## src/rtl/spram_port.sv

```systemverilog
// spram_port: splits byte-addressed 8/16/32-bit requests into 16-bit SPRAM word
// beats, gathers registered read data, and parks the macro in standby when idle.
module spram_port #(
  parameter int IDLE_SLEEP = 64
) (
  input  logic        clk,
  input  logic        rst,
  input  logic        req_valid,
  output logic        req_ready,
  input  logic        req_we,
  input  logic [1:0]  req_size,
  input  logic [14:0] req_addr,
  input  logic [31:0] req_wdata,
  output logic        rsp_valid,
  output logic [31:0] rsp_rdata,
  output logic [13:0] mem_ad,
  output logic [15:0] mem_di,
  output logic [3:0]  mem_maskwe,
  output logic        mem_we,
  output logic        mem_cs,
  output logic        mem_stdby,
  output logic        mem_sleep,
  output logic        mem_pwroff_n,
  input  logic [15:0] mem_do
);

  localparam int CW = (IDLE_SLEEP < 2) ? 1 : $clog2(IDLE_SLEEP);
  localparam logic [CW-1:0] SLEEP_LAST = CW'(IDLE_SLEEP - 1);

  typedef enum logic [2:0] {IDLE, BEAT, DRAIN, STBY, WAKE} state_e;

  state_e        state_q, state_d;
  logic [CW-1:0] idleCnt_q, idleCnt_d;

  logic        reqWe_q, reqOff_q;
  logic [2:0]  reqN_q;
  logic [13:0] reqWord_q;
  logic [31:0] reqData_q, acc_q;
  logic [1:0]  beats_q, beatIdx_q, lastIdx_q;
  logic        lastRd_q, rspValid_q;
  logic [31:0] rspRdata_q;
  logic [13:0] memAd_q;
  logic [15:0] memDi_q;
  logic [3:0]  memMask_q;
  logic        memWe_q, memCs_q;

  logic        accept, lastBeat;
  logic [2:0]  inN;
  logic [1:0]  inBeats;
  logic        srcWe, srcOff;
  logic [2:0]  srcN, idxLo, idxHi, rdLo, rdHi;
  logic [13:0] srcWord, beatAd;
  logic [31:0] srcData, merged;
  logic [1:0]  nextIdx;
  logic [3:0]  beatMask;
  logic [15:0] beatDi;

  // Byte count and beat count of the incoming request; an odd start adds a beat.
  always_comb begin
    inN     = 3'd4;
    inBeats = 2'd2 + {1'b0, req_addr[0]};
    case (req_size)
      2'd0: begin inN = 3'd1; inBeats = 2'd1; end
      2'd1: begin inN = 3'd2; inBeats = 2'd1 + {1'b0, req_addr[0]}; end
      default: ;
    endcase
  end

  assign lastBeat = (beatIdx_q == beats_q - 2'd1);

  // Beat 0 comes straight from the bus at acceptance; later beats from the latch.
  // A lane index below zero wraps to 7, which always fails the < N test.
  always_comb begin
    srcWe   = req_we;
    srcOff  = req_addr[0];
    srcN    = inN;
    srcWord = req_addr[14:1];
    srcData = req_wdata;
    nextIdx = 2'd0;
    if (state_q != IDLE) begin
      srcWe   = reqWe_q;
      srcOff  = reqOff_q;
      srcN    = reqN_q;
      srcWord = reqWord_q;
      srcData = reqData_q;
      nextIdx = beatIdx_q + 2'd1;
    end
    beatAd   = srcWord + {12'd0, nextIdx};
    idxLo    = {nextIdx, 1'b0} - {2'd0, srcOff};
    idxHi    = {nextIdx, 1'b1} - {2'd0, srcOff};
    beatMask = 4'b0000;
    beatDi   = 16'h0000;
    if (idxLo < srcN) begin
      beatMask[1:0] = 2'b11;
      beatDi[7:0]   = srcData[{idxLo[1:0], 3'b000} +: 8];
    end
    if (idxHi < srcN) begin
      beatMask[3:2] = 2'b11;
      beatDi[15:8]  = srcData[{idxHi[1:0], 3'b000} +: 8];
    end
    if (!srcWe) begin
      beatMask = 4'b0000;
      beatDi   = 16'h0000;
    end
  end

  // Place the lanes of the beat whose data is on mem_do now into response bytes.
  always_comb begin
    rdLo   = {lastIdx_q, 1'b0} - {2'd0, reqOff_q};
    rdHi   = {lastIdx_q, 1'b1} - {2'd0, reqOff_q};
    merged = acc_q;
    if (rdLo < reqN_q) merged[{rdLo[1:0], 3'b000} +: 8] = mem_do[7:0];
    if (rdHi < reqN_q) merged[{rdHi[1:0], 3'b000} +: 8] = mem_do[15:8];
  end

  always_ff @(posedge clk) begin
    if (rst) begin
      state_q   <= IDLE;
      idleCnt_q <= '0;
    end else begin
      state_q   <= state_d;
      idleCnt_q <= idleCnt_d;
    end
  end

  always_comb begin
    state_d   = state_q;
    idleCnt_d = '0;
    unique case (state_q)
      IDLE: begin
        if (req_valid) begin
          state_d = BEAT;
        end else if (IDLE_SLEEP != 0) begin
          if (idleCnt_q == SLEEP_LAST) state_d = STBY;
          else idleCnt_d = idleCnt_q + CW'(1);
        end
      end
      BEAT:    if (lastBeat) state_d = DRAIN;
      DRAIN:   state_d = IDLE;
      STBY:    if (req_valid) state_d = WAKE;
      WAKE:    state_d = IDLE;
      default: state_d = IDLE;
    endcase
  end

  always_comb begin
    req_ready = (state_q == IDLE);
    mem_stdby = (state_q == STBY);
    accept    = (state_q == IDLE) && req_valid;
  end

  // Datapath: request latch, registered SPRAM pins, read gather and response.
  always_ff @(posedge clk) begin
    if (rst) begin
      reqWe_q    <= 1'b0;
      reqOff_q   <= 1'b0;
      reqN_q     <= 3'd0;
      reqWord_q  <= 14'd0;
      reqData_q  <= 32'd0;
      beats_q    <= 2'd0;
      beatIdx_q  <= 2'd0;
      lastIdx_q  <= 2'd0;
      lastRd_q   <= 1'b0;
      acc_q      <= 32'd0;
      rspValid_q <= 1'b0;
      rspRdata_q <= 32'd0;
      memAd_q    <= 14'd0;
      memDi_q    <= 16'd0;
      memMask_q  <= 4'd0;
      memWe_q    <= 1'b0;
      memCs_q    <= 1'b0;
    end else begin
      rspValid_q <= 1'b0;
      lastRd_q   <= (state_q == BEAT) && !reqWe_q;
      lastIdx_q  <= beatIdx_q;
      if (lastRd_q) acc_q <= merged;
      if (accept) begin
        reqWe_q   <= req_we;
        reqOff_q  <= req_addr[0];
        reqN_q    <= inN;
        reqWord_q <= req_addr[14:1];
        reqData_q <= req_wdata;
        beats_q   <= inBeats;
        beatIdx_q <= 2'd0;
        acc_q     <= 32'd0;
        memAd_q   <= beatAd;
        memDi_q   <= beatDi;
        memMask_q <= beatMask;
        memWe_q   <= req_we;
        memCs_q   <= 1'b1;
      end else if (state_q == BEAT) begin
        if (lastBeat) begin
          memDi_q   <= 16'd0;
          memMask_q <= 4'd0;
          memWe_q   <= 1'b0;
          memCs_q   <= 1'b0;
        end else begin
          beatIdx_q <= nextIdx;
          memAd_q   <= beatAd;
          memDi_q   <= beatDi;
          memMask_q <= beatMask;
        end
      end
      // Writes leave rsp_rdata alone; the beef pattern on mem_do is never gathered.
      if (state_q == DRAIN) begin
        rspValid_q <= 1'b1;
        if (lastRd_q) rspRdata_q <= merged;
      end
    end
  end

  assign rsp_valid    = rspValid_q;
  assign rsp_rdata    = rspRdata_q;
  assign mem_ad       = memAd_q;
  assign mem_di       = memDi_q;
  assign mem_maskwe   = memMask_q;
  assign mem_we       = memWe_q;
  assign mem_cs       = memCs_q;
  assign mem_sleep    = 1'b0;
  assign mem_pwroff_n = 1'b1;

endmodule
```

## config.mk

```make
export PLATFORM = sky130hd
export DESIGN_NAME = spram_port
export DESIGN_NICKNAME = d
export VERILOG_FILES = /design/src/rtl/spram_port.sv
export SDC_FILE = /design/constraint.sdc
export NUM_CORES = 1
export LEC_CHECK = 0
export ABC_CLOCK_PERIOD_IN_PS = 3000
export CAP_MARGIN = 15
export CORE_UTILIZATION = 33
export CTS_BUF_LIST = sky130_fd_sc_hd__clkbuf_16
export DETAILED_ROUTE_END_ITERATION = 6
export PLACE_DENSITY_LB_ADDON = 0.25
export SYNTH_ARGS = -nofsm -noshare
export SYNTH_HDL_FRONTEND = slang
export SYNTH_SLANG_ARGS = --single-unit
```

## constraint.sdc

```tcl
create_clock -name clk -period 3 [get_ports clk]
set_input_delay 0.6 -clock clk [delete_from_list [all_inputs] [get_ports clk]]
set_output_delay 0.6 -clock clk [all_outputs]
set_load 0.05 [all_outputs]
```

==> results.txt <==
Number of ports placed on the die boundary = 142
HP Start = idleCnt_q[0]
Number of nets produced by synthesis = 1095
Synth area leader = dfxtp_1
Clock latency reported for the late side of the worst-skew pair = 0.43 ns
Synth Area in XOR/XNOR = 0.0212
Count of unresolved DRC violations after routing = 0
Chip Width = 164 µm
Unique cell type count in the Yosys netlist = 63
Worst R2R Setup Slack = 0.22 ns
Synth async-reset ratio = 0
Maximum root-to-sink buffer count = 2
Hold-fix buffers at CTS = 0
Rows = 59
Gpl congestion = 0.831
Internal Power = 4.08 mW
Number of storage elements in the synthesis netlist = 166
Buffer count from post-CTS setup fixing = 0
Reported leakage power = 3.86 nW
Unrepaired setup endpoints after global routing = false
Die height = 164 µm
Endpoint arrival time on the critical path = 3.12 ns
DRT Pass-1 Iters = 5
Post-Place Setup Slack = 0.106 ns
Fin nets = 1216
Clock transition at the register clock pins on the worst setup and hold paths after CTS = 0.07 ns
Count of cells resized by post-cts repair = 0
Antenna Diode Count = 0
Worst Setup Slack, final = 0.221 ns
Pin count of the biggest net entering global routing = 75
Worst Hold Path Cells = 1
Final wirelength = 25500 µm
Buffers added on ports = 139
Combinational share of power = 0.267
Startpoint type of the worst setup path = flip-flop
Kind of end point of the critical path = flip-flop
Warnings, synthesis = 0
Critical path type = flip-flop to flip-flop
Switching power = 2.04 mW
Transition time at the pin with the least slew margin = 1.04 ns
Highest clock frequency the design can meet = 360 MHz
Multiplexer share of the synthesized area = 0.126
Primary FF master, synth = dfxtp_1
Post-DR vias/cell = 5.28
R2R cell count = 11
Post-route worst hold slack = 0.436 ns
Proportion of total power due to net switching = 0.333
Average cell area after synthesis = 8.63 µm²
Routed wirelength normalized by instance count = 17.3 µm
Total track usage = 0.193
HPWL Detailed = 17800 µm
Layout area overhead = 26.2%
Endpoint of the worst-slack reg-to-reg timing path = mem_ad[12]
Total via count in the routed design = 7797
First-pass GRT wire length = 40500 µm
Slew Viols, Final = 0
Post-Synthesis Cells = 1007
Worst max-slew margin expressed relative to the limit = 0.299
Fin crit share = 0.926
Die footprint = 27000 µm²
Main combinational cell family by area after synthesis = compound AO/OA/AOI/OAI gates
Initial core utilization = 0.335
Synthesized area = 8690 µm²
Commonest non-fill, non-tap cells in the layout = dfxtp_1, nand2_1, clkdlybuf4s50_1
Clk sinks = 166
Root buffer selected by CTS = clkbuf_16
Vias in the first global route = 7377
Start of the worst register-to-register path = state_q[1]
Core Box Area = 26000 µm²
Power density over the cells = 558 nW/µm²
Antenna violations before repair = 0
Number of fill cells in the layout = 2673
Adder-cell area share of the yosys netlist = 0.0282
Iter 0 DRT Violations = 636
CTS tree = yes
Reg power frac = 0.396
Result of the run = finished clean
Post-route minimum period = 2.78 ns
CTS HTree Levels = 4
Number of buffers added by the clock tree synthesis step = 17
Layout cell share with drive strength beyond 1 = 0.0868
Share of the synthesized area in the top cell type = 0.382
Worst-path fanout max = 14
Most common library cell in the layout ignoring fill and taps = dfxtp_1
Number of synthesized flops with an enable pin = 0
Setup TNS = 0 ns
Class of the tightest hold or removal check = flip-flop to flip-flop
Hold EP = idleCnt_q[0]
Seq/Total Area, Yosys = 0.382
Synthesized-area fraction occupied by and/or/nand/nor cells = 0.197
Final Hold Viols = 0
Clock share of power = 0.337
Crit path required time = 3.34 ns
Routed Antenna Nets = 0
Main area contributors after synthesis = dfxtp_1, mux2i_1, nand2_1, a221o_1, a21oi_1
Setup Viol. Count Final = 0
Number of max-cap violations = 0
Maximum vdd ir drop = 0.000375 V
Overflow left after global routing = 0
Post-synthesis compound-gate area fraction = 0.197
Max Clock Skew = 0.0145 ns
==> cell type report <==
class	count	area, µm²	area share
Sequential cell	166	3320	0.303
Timing Repair Buffer	169	1620	0.147
Multi-Input combinational cell	750	4980	0.454
Clock buffer	17	425	0.0388
Clock inverter	15	113	0.0103
Inverter	24	95.1	0.00867
Tap cell	335	419	0.0382
==> how the worst max path moves through the flow <==
stage                      from    endpoint  slack, ns  cells past startpoint
CTS                  state_q[1]  mem_ad[12]       0.23                     11
finish               state_q[1]  mem_ad[12]       0.22                     11
global placement      req_valid   acc_q[16]       0.15                      6
floorplan            state_q[2]   mem_ad[8]      -0.02                     16
global route         state_q[1]  mem_di[13]       0.01                      9
detailed placement  req_size[1]  mem_di[10]       0.11                     10
==> worst max-delay path, stage by stage (launching register included) <==
cell and delay (ns):
dfxtp_1 0.31, or3_1 0.50, buf_4 0.24, nand2_1 0.08, nand2_1 0.05, ha_1 0.20
inv_1 0.08, fa_1 0.37, nor3_1 0.10, and4_1 0.21, or3_1 0.30, a311oi_1 0.25
==> per-layer routing <==
layer	share of wire	GRT usage	routed length, µm
met5	0	0	0
met1	0.45	0.258	11500
met3	0.058	0.0384	1470
met4	0.018	0.0585	449
met2	0.47	0.312	12000
==> cells by family (layout without fill, tap and decap cells) <==
group / Yosys count / in the layout
xor+xnor: 21 / 21
compound gates: 241 / 241
simple gates: 378 / 378
buf+inv: 91 / 225
flops: 166 / 166
other cells: 2 / 2
fa+ha+maj: 19 / 19
mux: 89 / 89
==> power groups by stage <==
stage / Sequential, mW / Clock [mW] / Combinational [mW]
floorplan: 2.63 / 0 / 0.953
global placement: 2.47 / 0 / 1.63
detailed placement: 2.48 / 0 / 1.64
CTS: 2.43 / 2.11 / 1.64
global route: 2.44 / 2.20 / 1.77
finish: 2.43 / 2.06 / 1.63
==> flip-flops by register name (all words and copies together) (netlist names) <==
register    cells
lastIdx_q       2
acc_q          32
beatIdx_q       2
reqData_q      32
reqWord_q      14
mem_ad         14
reqN_q          3
rsp_valid       1
state_q         3
mem_maskwe      2
rsp_rdata      32
reqOff_q        1
mem_we          1
lastRd_q        1
reqWe_q         1
mem_di         16
idleCnt_q       6
mem_cs          1
beats_q         2
==> through the flow <==
step	cells	utilization	instance area, µm²	power (mW)
after floorplan	1007	-	8710	3.58
after global placement	1444	0.401	10400	4.10
after detailed placement	1444	0.401	10400	4.11
after CTS	1476	0.422	11000	6.18
after global routing	1476	0.422	11000	6.42
final	1476	0.422	11000	6.13
==> cells in the mapped netlist (17+ instances only) <==
cell type	count
nand3_1	17
a221o_1	47
ha_1	18
nand2_1	161
clkbuf_1	39
nor2_1	107
mux2i_1	71
dfxtp_1	166
inv_1	22
o21ai_0	28
a21oi_1	91
Note: power is estimated with default switching activity, not from simulation.
